===== config.mk =====
export PLATFORM = sky130hd
export DESIGN_NAME = state_output_table
export DESIGN_NICKNAME = d
export VERILOG_FILES = /design/src/rtl/state_output_table.sv
export SDC_FILE = /design/constraint.sdc
export NUM_CORES = 1
export LEC_CHECK = 0
export CORE_AREA = 2 2 41 43
export CTS_BUF_LIST = sky130_fd_sc_hd__clkbuf_4 sky130_fd_sc_hd__clkbuf_8
export CTS_CLUSTER_DIAMETER = 150
export DETAILED_ROUTE_END_ITERATION = 10
export DIE_AREA = 0 0 43 45
export PLACE_DENSITY = 0.75
export SETUP_SLACK_MARGIN = 0.05
export SLEW_MARGIN = 20
export SYNTH_ARGS = -nofsm -noshare
export SYNTH_HDL_FRONTEND = slang
export SYNTH_SLANG_ARGS = --single-unit
export TNS_END_PERCENT = 20

===== constraint.sdc =====
create_clock -name clk -period 1.9 [get_ports clk]
set_input_delay 0.285 -clock clk [delete_from_list [all_inputs] [get_ports clk]]
set_output_delay 0.285 -clock clk [all_outputs]
set_load 0.05 [all_outputs]

===== src/rtl/state_output_table.sv =====
`default_nettype none
// ============================================================================
//  Module      : state_output_table
//  Description : State register with sequential advance / jump, a runtime
//                writable per-state output-code table, and a registered,
//                enable-gated output code with a change pulse.
//
//  Ports
//    clk          rising-edge clock
//    rst          synchronous reset, active-high
//    en           output update enable (zip holds when low)
//    adv          advance state by one, modulo 2**STATE_W
//    jump_valid   load state from jump_state (wins over adv)
//    jump_state   jump target
//    tbl_we       table write strobe
//    tbl_addr     table entry to write
//    tbl_wdata    table write data
//    state        current state register
//    zip          registered output code
//    zip_changed  one-cycle pulse after zip took a new, different value
//
//  Revision    : 1.0  initial release
// ============================================================================
module state_output_table #(
    parameter int STATE_W     = 2,
    parameter int OUT_W       = 2,
    parameter int RESET_STATE = 0
) (
    input  logic               clk,
    input  logic               rst,
    input  logic               en,
    input  logic               adv,
    input  logic               jump_valid,
    input  logic [STATE_W-1:0] jump_state,
    input  logic               tbl_we,
    input  logic [STATE_W-1:0] tbl_addr,
    input  logic [OUT_W-1:0]   tbl_wdata,
    output logic [STATE_W-1:0] state,
    output logic [OUT_W-1:0]   zip,
    output logic               zip_changed
);

    localparam int                 DEPTH         = 2 ** STATE_W;
    localparam logic [STATE_W-1:0] C_RESET_STATE = STATE_W'(RESET_STATE);
    localparam logic [STATE_W-1:0] C_STATE_ONE   = STATE_W'(1);

    // ------------------------------------------------------------------------
    //  Registers
    // ------------------------------------------------------------------------
    logic [STATE_W-1:0]            r_state;
    logic [OUT_W-1:0]              r_zip;
    logic                          r_zip_changed;
    logic [DEPTH-1:0][OUT_W-1:0]   r_tbl;

    // ------------------------------------------------------------------------
    //  Combinational signals
    // ------------------------------------------------------------------------
    logic [STATE_W-1:0]            w_state_nxt;
    logic [OUT_W-1:0]              w_tbl_rd;
    logic [OUT_W-1:0]              w_eff;
    logic [OUT_W-1:0]              w_zip_nxt;
    logic                          w_zip_changed_nxt;
    logic [DEPTH-1:0][OUT_W-1:0]   w_tbl_init;

    // Default table contents: entry 1 decodes to all-ones, everything else to
    // zero. This is the legacy 2-bit decode (S1 -> 11) widened to any size.
    genvar gi;
    generate
        for (gi = 0; gi < DEPTH; gi++) begin : g_tbl_init
            if (gi == 1) begin : g_ones
                assign w_tbl_init[gi] = {OUT_W{1'b1}};
            end else begin : g_zero
                assign w_tbl_init[gi] = {OUT_W{1'b0}};
            end
        end
    endgenerate

    // ------------------------------------------------------------------------
    //  State register
    // ------------------------------------------------------------------------
    always_ff @(posedge clk) begin
        if (rst) begin
            r_state <= C_RESET_STATE;
        end else begin
            r_state <= w_state_nxt;
        end
    end

    // ------------------------------------------------------------------------
    //  Next-state logic: jump has priority over advance; the increment wraps
    //  naturally by truncation to STATE_W bits.
    // ------------------------------------------------------------------------
    always_comb begin
        w_state_nxt = r_state;
        if (jump_valid) begin
            w_state_nxt = jump_state;
        end else if (adv) begin
            w_state_nxt = r_state + C_STATE_ONE;
        end
    end

    // ------------------------------------------------------------------------
    //  Output table. A write coinciding with reset is dropped because the
    //  reset branch reloads the whole table.
    // ------------------------------------------------------------------------
    always_ff @(posedge clk) begin
        if (rst) begin
            r_tbl <= w_tbl_init;
        end else if (tbl_we) begin
            r_tbl[tbl_addr] <= tbl_wdata;
        end
    end

    // ------------------------------------------------------------------------
    //  Output lookup / next-output logic. The lookup always uses the pre-edge
    //  state; a same-cycle write to that entry is forwarded so the new code
    //  shows up in zip at the write edge rather than one cycle later.
    // ------------------------------------------------------------------------
    always_comb begin
        w_tbl_rd          = r_tbl[r_state];
        w_eff             = w_tbl_rd;
        if (tbl_we && (tbl_addr == r_state)) begin
            w_eff = tbl_wdata;
        end
        w_zip_nxt         = r_zip;
        w_zip_changed_nxt = 1'b0;
        if (en) begin
            w_zip_nxt         = w_eff;
            w_zip_changed_nxt = (w_eff != r_zip);
        end
    end

    // ------------------------------------------------------------------------
    //  Output register (edge-triggered replacement for the old latch)
    // ------------------------------------------------------------------------
    always_ff @(posedge clk) begin
        if (rst) begin
            r_zip         <= {OUT_W{1'b0}};
            r_zip_changed <= 1'b0;
        end else begin
            r_zip         <= w_zip_nxt;
            r_zip_changed <= w_zip_changed_nxt;
        end
    end

    assign state       = r_state;
    assign zip         = r_zip;
    assign zip_changed = r_zip_changed;

endmodule
`default_nettype wire


==> results.sh, run 1 <==
export IMPL_ff_latch_area_um2=262.8
export IMPL_antenna_cells=0
export IMPL_hold_slack_ps=494.9
export IMPL_peakVddDrop_v=0.0005365
export IMPL_worstSetupEndpointType="primary output"
export IMPL_cp_required_ps=1620
export IMPL_crit_path_start_kind="flip-flop"
export IMPL_cts_tree="yes"
export IMPL_fin_crit_sh_pct=95.74
export IMPL_grt_pass1_wl_um=2249
export IMPL_slew_viol_final=0
export IMPL_wl_um=1365
export IMPL_first_pass_iters=4
export IMPL_path_clk_slew_ps=70
export IMPL_via_count=563
export IMPL_fin_area_um2=882.1
export IMPL_crit_cells=1
export IMPL_coreArea_mm2=0.001471
export IMPL_synth_seq_cells=13
export IMPL_drt_wirelength_per_cell_um=12.88
export IMPL_num_rows=14
export IMPL_p_int_mw=0.4617
export IMPL_ant_nets=0
export IMPL_regToRegEndpoint="zip_changed"
export IMPL_yosysSeqAreaShare_pct=38.45
export IMPL_start_util_pct=46.00
export IMPL_die_y_um=45
export IMPL_synth_nets=84
export IMPL_synth_cell_type_count=28
export IMPL_nets=103
export IMPL_period_minus_slack_ps=1819
export IMPL_hold_path_class="flip-flop to flip-flop"
export IMPL_seqPwrFrac_pct=46.4
export IMPL_clock_path_buffers=2
export IMPL_syn2layout_area_growth_pct=30.31
export IMPL_max_stage_delay_ps=830
export IMPL_io_pins=17
export IMPL_crit_family="buffers and inverters"
export IMPL_grt_usage_pct=16.65
export IMPL_synthTopCellsByArea="dfxtp_1 (38%), mux2i_1 (10%), nor2_1 (7.2%)"
export IMPL_syn_cell_area_um2=676.9
export IMPL_cp_slowest_cell="clkdlybuf4s50_1"
export IMPL_synth_flop_cell="dfxtp_1"
export IMPL_cp_endpoint="state[1]"
export IMPL_die_area_mm2=0.001935
export IMPL_critPathKind="flip-flop to primary output"
export IMPL_max_freq_mhz=549.8
export IMPL_cts_sinks=13
export IMPL_arrival_ps=1530
export IMPL_synth_edf_count=0
export IMPL_r2r_slack_ps=320
export IMPL_dp_hpwl_um=1035
export IMPL_fillCellCount=132
export IMPL_multi_input_area_um2=380.4
export IMPL_fin_util_pct=59.95
export IMPL_p_leak_nw=0.3677
export IMPL_worst_path_max_fanout=6
export IMPL_yosys_warnings=0
export IMPL_avgSynthCellArea_um2=9.401
export IMPL_finalHoldViolCount=0
export IMPL_p_total_mw=0.6556
export IMPL_cts_made_buffers=3
export IMPL_skew_ps=5.579
export IMPL_netlist_top_cells_count="dfxtp_1 (13), nor2_1 (13), mux2i_1 (7), xnor2_1 (4)"
export IMPL_slew_headroom_pct=66.40
export IMPL_drive_gt1_share_pct=10.00
export IMPL_clk_latency_ps=290
export IMPL_setup_viol=0
export IMPL_syn_inst=72
export IMPL_critPathBufInv=1
export IMPL_dr_first_iter_drc_count=5
export IMPL_gp_congestion=0.7427
export IMPL_p_comb_share_pct=24.4
export IMPL_rr_startpoint="state[1]"
export IMPL_path_cells="clkdlybuf4s50_1"
export IMPL_io_buffers=16
export IMPL_p_clk_share_pct=29.2
export IMPL_viasPerCell=5.311
export IMPL_post_route_drc_count=0
export IMPL_grt_max_degree=13
export IMPL_tns_ps=0
export IMPL_grt_remaining_overflow=0
export IMPL_p_switching_mw=0.1939
export IMPL_cts_root_buf="clkbuf_4"
export IMPL_rsz0062_at_grt="yes"
export IMPL_place_area_um2=849.6
export IMPL_p_sw_share_pct=29.57
export IMPL_powerDensity_mw_per_mm2=743.2
export IMPL_die_width_um=43
export IMPL_netlist_area_leader_share_pct=38.45
export IMPL_yosys_area_top_type="dfxtp_1"
export IMPL_worstSetupStartpoint="state[1]"
export IMPL_grt_pass1_vias=513
export IMPL_status="complete, no violations"
export IMPL_maxCapViolations=0
export IMPL_async_flop_share_pct=0
export IMPL_antenna_found_initial=0
export IMPL_r2r_cells=4
export IMPL_cts_htree_levels=1
export IMPL_worst_pin_slew_ps=502.5
per-stage QoR:
step                      cells  setup slack [ps]
after floorplan              72             152.1
after detailed placement    102             79.40
after global routing        106             40.85
after global placement      102             100.5
after CTS                   106             58.78
final                       106             81.00
registers in the layout (all words and copies together), names as in the netlist:
| signal | count |
|---|---|
| zip_changed | 1 |
| zip | 2 |
| state | 2 |
| r_tbl | 8 |
cell families after synthesis:
kind of cell	share of synthesized area (%)
AND/OR/NAND/NOR	18.12
flip-flops	38.45
AO/OA/AOI/OAI	12.76
multiplexers	17.56
buffers and inverters	5.358
XOR/XNOR	7.763
layer usage:
| layer | up-vias | track usage (%) | routed length, um |
|---|---|---|---|
| met2 | 12 | 26.67 | 588 |
| li1 | 290 | - | - |
| met1 | 256 | 18.64 | 653 |
| met4 | 0 | 12.73 | 48 |
| met3 | 5 | 5.200 | 75 |
| met5 | - | 0 | 0 |
cell usage in the layout (no fill, tap or decap), types with 2 or more instances in the layout:
| cell | count |
|---|---|
| a211o_1 | 2 |
| a211oi_1 | 2 |
| buf_4 | 2 |
| clkbuf_4 | 4 |
| clkdlybuf4s50_1 | 15 |
| dfxtp_1 | 11 |
| dfxtp_2 | 2 |
| inv_1 | 3 |
| mux2i_1 | 7 |
| nand2_1 | 3 |
| nand3_1 | 2 |
| nor2_1 | 13 |
| nor2b_1 | 3 |
| o2111ai_1 | 2 |
| xnor2_1 | 4 |
| xor2_1 | 2 |
area by class of cell:
class,count,share of cell area [%]
timing repair buffer,18,20.14
inverter,3,1.277
sequential,13,29.79
multi-input combinational,52,43.12
clock buffer,4,3.404
tap,16,2.270
power by group through the flow:
stage,Clock (mW),Combinational [mW],Sequential [mW]
after CTS,0.197,0.161,0.304
after global placement,0,0.158,0.310
after floorplan,0,0.0775,0.335
after detailed placement,0,0.160,0.311
final,0.192,0.160,0.304
after global routing,0.208,0.173,0.306
worst min path at each step:
stage	startpoint	to	slack, ps	cells after the start
global route	r_tbl[6]	r_tbl[6]	520	2
detailed placement	r_tbl[6]	r_tbl[6]	490	2
finish	r_tbl[6]	r_tbl[6]	490	2
CTS	r_tbl[6]	r_tbl[6]	510	2
floorplan	rst	r_tbl[2]	380	1
global placement	r_tbl[0]	r_tbl[0]	470	2
repair_timing:
item                                    in CTS  in global routing
endpoints found under the setup margin       0                  2
hold buffers                                 0                  0
endpoints found under the hold margin        0                  0
gates resized for setup                      0                  1
setup buffers                                0                  0
Note: power is estimated with default switching activity, not from simulation.
==> run 2: changes to the inputs <==
PLACE_DENSITY = 0.83   (was 0.75)
==> run 2 against run 1 <==
Against the previous run:
- via count is 1.6% higher
- critical endpoint unchanged
- sequential power hardly changed
- register-to-register slack worse by 40 ps
- largest power group unchanged
==> results.sh, run 2 (same netlist as run 1, synthesis figures left out) <==
export IMPL_io_buffers=16
export IMPL_peakVddDrop_v=0.0005244
export IMPL_final_cells=107
export IMPL_clk_latency_ps=290
export IMPL_viasPerCell=5.346
export IMPL_max_stage_delay_ps=830
export IMPL_critPathKind="flip-flop to primary output"
export IMPL_path_clk_slew_ps=80
export IMPL_die_area_mm2=0.001935
export IMPL_worst_pin_slew_ps=504.3
export IMPL_crit_path_start_kind="flip-flop"
export IMPL_place_ws_ps=111.8
export IMPL_hold_slack_ps=496.5
export IMPL_cts_setup_buffers=0
export IMPL_p_leak_nw=0.3725
export IMPL_wl_um=1424
export IMPL_fin_crit_sh_pct=96.44
export IMPL_crit_family="buffers and inverters"
export IMPL_period_minus_slack_ps=1832
export IMPL_tns_ps=0
export IMPL_grt_remaining_overflow=0
export IMPL_final_cell_mix="clkdlybuf4s50_1 (15), nor2_1 (13), dfxtp_1 (11)"
export IMPL_ant_nets=0
export IMPL_grt_pass1_vias=559
export IMPL_fillCellCount=133
export IMPL_die_y_um=45
export IMPL_arrival_ps=1550
export IMPL_clock_path_buffers=2
export IMPL_path_cells="clkdlybuf4s50_1"
export IMPL_syn2layout_area_growth_pct=31.42
export IMPL_drt_wirelength_per_cell_um=13.31
export IMPL_cts_made_buffers=3
export IMPL_first_pass_iters=4
export IMPL_worst_path_max_fanout=6
export IMPL_start_util_pct=46.00
export IMPL_rsz0062_at_grt="yes"
export IMPL_drive_gt1_share_pct=10.99
export IMPL_maxCapViolations=0
export IMPL_post_route_drc_count=0
export IMPL_worstSetupEndpointType="primary output"
export IMPL_powerDensity_mw_per_mm2=739.5
export IMPL_dp_hpwl_um=1093
export IMPL_setup_ws_ps=67.71
export IMPL_finalHoldViolCount=0
export IMPL_p_total_mw=0.6579
export IMPL_critPathBufInv=1
export IMPL_io_pins=17
export IMPL_nets=104
export IMPL_fin_util_pct=60.46
export IMPL_cts_root_buf="clkbuf_4"
export IMPL_multi_input_area_um2=380.4
export IMPL_slew_viol_final=0
export IMPL_regMostFlops="r_tbl"
export IMPL_cts_tree="yes"
export IMPL_final_common_cell="clkdlybuf4s50_1"
export IMPL_die_width_um=43
export IMPL_setup_viol=0
export IMPL_antenna_cells=0
export IMPL_ff_latch_area_um2=262.8
export IMPL_grt_max_degree=13
export IMPL_dp_cells=103
export IMPL_place_area_um2=857.1
export IMPL_cp_slowest_cell="clkdlybuf4s50_1"
export IMPL_hold_path_class="flip-flop to flip-flop"
export IMPL_antenna_found_initial=0
export IMPL_slew_headroom_pct=66.32
export IMPL_dr_first_iter_drc_count=16
export IMPL_coreArea_mm2=0.001471
export IMPL_cts_sinks=13
export IMPL_fin_area_um2=889.6
export IMPL_via_count=572
export IMPL_status="complete, no violations"
export IMPL_cp_required_ps=1620
export IMPL_max_freq_mhz=545.8
export IMPL_largest_reg_flops=8
export IMPL_skew_ps=1.291
export IMPL_num_rows=14
export IMPL_gp_congestion=0.7663
export IMPL_grt_pass1_wl_um=2387
export IMPL_grt_usage_pct=17.26
export IMPL_cts_htree_levels=1
==> run 2: layout make-up <==
class | count | share of cell area [%]
timing repair buffer | 19 | 20.82
sequential | 13 | 29.54
tap | 16 | 2.250
clock buffer | 4 | 3.376
inverter | 3 | 1.266
multi-input combinational | 52 | 42.76
==> run 2: timing repair <==
action,in CTS,in global routing
endpoints found under the setup margin,0,2
hold buffers,0,0
resized for setup,0,1
==> run 2: final timing paths <==
check	slack, ps	depth (start not counted)	to	from
setup / recovery	70	1	state[1]	state[1]
hold reg to reg	500	2	r_tbl[6]	r_tbl[6]
setup reg to reg	280	4	zip_changed	state[1]
hold / removal	500	2	r_tbl[6]	r_tbl[6]
==> run 2: power by group <==
part / switching, mW / total, mW / internal, mW / leakage, nW
Sequential: 0.0152 / 0.304 / 0.289 / 0.107
Clock: 0.0947 / 0.191 / 0.0961 / 0.0184
Combinational: 0.0849 / 0.163 / 0.0781 / 0.247
==> run 2: layer usage <==
| layer | global-route usage (%) | share of wire, % | vias to the layer above | wire length, um |
|---|---|---|---|---|
| li1 | - | - | 297 | - |
| met1 | 19.15 | 44 | 253 | 629 |
| met2 | 28.48 | 48 | 17 | 679 |
| met3 | 3.600 | 5.2 | 5 | 74 |
| met4 | 14.55 | 2.8 | 0 | 40 |
| met5 | 0 | 0 | - | 0 |
==> run 3: changes to the inputs <==
REMOVE_ABC_BUFFERS = 1   (was not set)
==> run 3 against run 2 <==
Against the previous run:
- sequential share of layout area decreased by 0.20 points
- register-to-register slack improved by 60 ps
- critical path type unchanged
- worst hold slack got worse by 1.7 ps
- highest routed layer unchanged
- largest power group unchanged
==> results.sh, run 3 (same netlist as run 1, synthesis figures left out) <==
export IMPL_dp_hpwl_um=1116
export IMPL_max_stage_delay_ps=830
export IMPL_p_int_mw=0.4631
export IMPL_num_rows=14
export IMPL_drive_gt1_share_pct=11.96
export IMPL_clk_latency_ps=270
export IMPL_final_common_cell="clkdlybuf4s50_1"
export IMPL_cp_required_ps=1620
export IMPL_start_util_pct=46.00
export IMPL_fin_area_um2=887.1
export IMPL_cts_setup_buffers=0
export IMPL_cts_htree_levels=1
export IMPL_io_pins=17
export IMPL_antenna_cells=0
export IMPL_fin_crit_sh_pct=93.43
export IMPL_cts_tree="yes"
export IMPL_cts_made_buffers=3
export IMPL_maxCapViolations=0
export IMPL_first_pass_iters=4
export IMPL_p_clk_share_pct=28.6
export IMPL_viasPerCell=5.454
export IMPL_skew_ps=1.248
export IMPL_max_freq_mhz=563.3
export IMPL_grt_pass1_wl_um=2283
export IMPL_p_sw_share_pct=29.25
export IMPL_regMostFlops="r_tbl"
export IMPL_cp_slowest_cell="clkdlybuf4s50_1"
export IMPL_slew_viol_final=0
export IMPL_grt_max_degree=13
export IMPL_ant_nets=0
export IMPL_holdBufCountCts=0
export IMPL_regToRegEndpoint="zip_changed"
export IMPL_cts_root_buf="clkbuf_4"
export IMPL_grt_pass1_vias=541
export IMPL_slew_headroom_pct=66.46
export IMPL_powerDensity_mw_per_mm2=737.8
export IMPL_hold_path_cell_count=2
export IMPL_path_cells="clkdlybuf4s50_1"
export IMPL_fin_util_pct=60.29
export IMPL_wl_um=1380
export IMPL_rr_startpoint="state[0]"
export IMPL_antenna_found_initial=0
export IMPL_grt_remaining_overflow=0
export IMPL_via_count=589
export IMPL_finalHoldViolCount=0
export IMPL_cts_sinks=13
export IMPL_r2r_slack_ps=340
export IMPL_status="complete, no violations"
export IMPL_coreArea_mm2=0.001471
export IMPL_final_cell_mix="clkdlybuf4s50_1 (14), nor2_1 (13), dfxtp_1 (13)"
export IMPL_path_clk_slew_ps=80
export IMPL_die_y_um=45
export IMPL_crit_family="buffers and inverters"
export IMPL_nets=105
export IMPL_syn2layout_area_growth_pct=31.05
export IMPL_gp_congestion=0.8947
export IMPL_clock_path_buffers=2
export IMPL_peakVddDrop_v=0.0004648
export IMPL_final_cells=108
export IMPL_io_buffers=16
export IMPL_worstSetupStartpoint="zip[0]"
export IMPL_die_area_mm2=0.001935
export IMPL_worstSetupEndpointType="primary output"
export IMPL_hold_end="r_tbl[5]"
export IMPL_worst_path_max_fanout=4
export IMPL_arrival_ps=1490
export IMPL_p_switching_mw=0.1914
export IMPL_seqPwrFrac_pct=45.7
export IMPL_die_width_um=43
export IMPL_worst_pin_slew_ps=501.6
export IMPL_critPathKind="flip-flop to primary output"
export IMPL_crit_path_start_kind="flip-flop"
export IMPL_post_route_drc_count=0
export IMPL_rsz0062_at_grt="no"
export IMPL_r2r_cells=4
export IMPL_period_minus_slack_ps=1775
export IMPL_largest_reg_flops=8
export IMPL_hold_slack_ps=494.8
export IMPL_setup_viol=0
export IMPL_p_leak_nw=0.3666
export IMPL_place_area_um2=857.1
export IMPL_dr_first_iter_drc_count=12
export IMPL_min_from="r_tbl[5]"
export IMPL_cts_resized=0
export IMPL_hold_path_class="flip-flop to flip-flop"
export IMPL_grt_usage_pct=15.93
export IMPL_fillCellCount=141
export IMPL_critPathBufInv=1
export IMPL_dp_cells=104
export IMPL_p_comb_share_pct=25.7
export IMPL_drt_wirelength_per_cell_um=12.78
## run 3: cell types whose count changed in the layout (fill, tap and decap cells not counted), sizes merged
cell,change
buf,+3
clkdlybuf4s50,-1
dlymetal6s2s,-1
## run 3: final cells by class
| type | count | area (um2) | share of cell area, % |
|---|---|---|---|
| multi-input combinational | 52 | 380.4 | 42.88 |
| sequential | 13 | 260.3 | 29.34 |
| timing repair buffer | 20 | 185.2 | 20.87 |
| clock buffer | 4 | 30.03 | 3.385 |
| tap | 16 | 20.02 | 2.257 |
| inverter | 3 | 11.26 | 1.269 |
## run 3: routing by layer
metal | track usage [%] | vias up | share of wire, %
li1 | - | 293 | -
met2 | 29.70 | 19 | 50
met5 | 0 | - | 0
met1 | 17.75 | 275 | 44
met4 | 7.273 | 0 | 1.4
met3 | 2.800 | 2 | 4.6
## run 3: worst max-delay path by stage
stage / endpoint / slack [ps] / cells past startpoint
CTS: zip[0] / 120 / 1
detailed placement: zip_changed / 60 / 5
global route: zip[0] / 80 / 1
global placement: zip_changed / 110 / 5
floorplan: zip_changed / -20 / 4
finish: zip[0] / 120 / 1
## run 3: power groups by stage
stage          clock, mW  sequential (mW)  combinational, mW
3_3_place_gp           0            0.305              0.165
6_report           0.187            0.299              0.168
2_1_floorplan          0            0.339             0.0629
5_1_grt            0.195            0.301              0.180
3_5_place_dp           0            0.305              0.169
4_1_cts            0.193            0.299              0.170
## run 3: metrics by stage
step / worst slack [ps] / total power, mW / TNS [ps]
2_1_floorplan: -19.85 / 0.4020 / -19.85
3_3_place_gp: 106.3 / 0.4701 / 0
3_5_place_dp: 63.65 / 0.4745 / 0
4_1_cts: 116.4 / 0.6619 / 0
5_1_grt: 78.05 / 0.6764 / 0
6_report: 124.8 / 0.6545 / 0
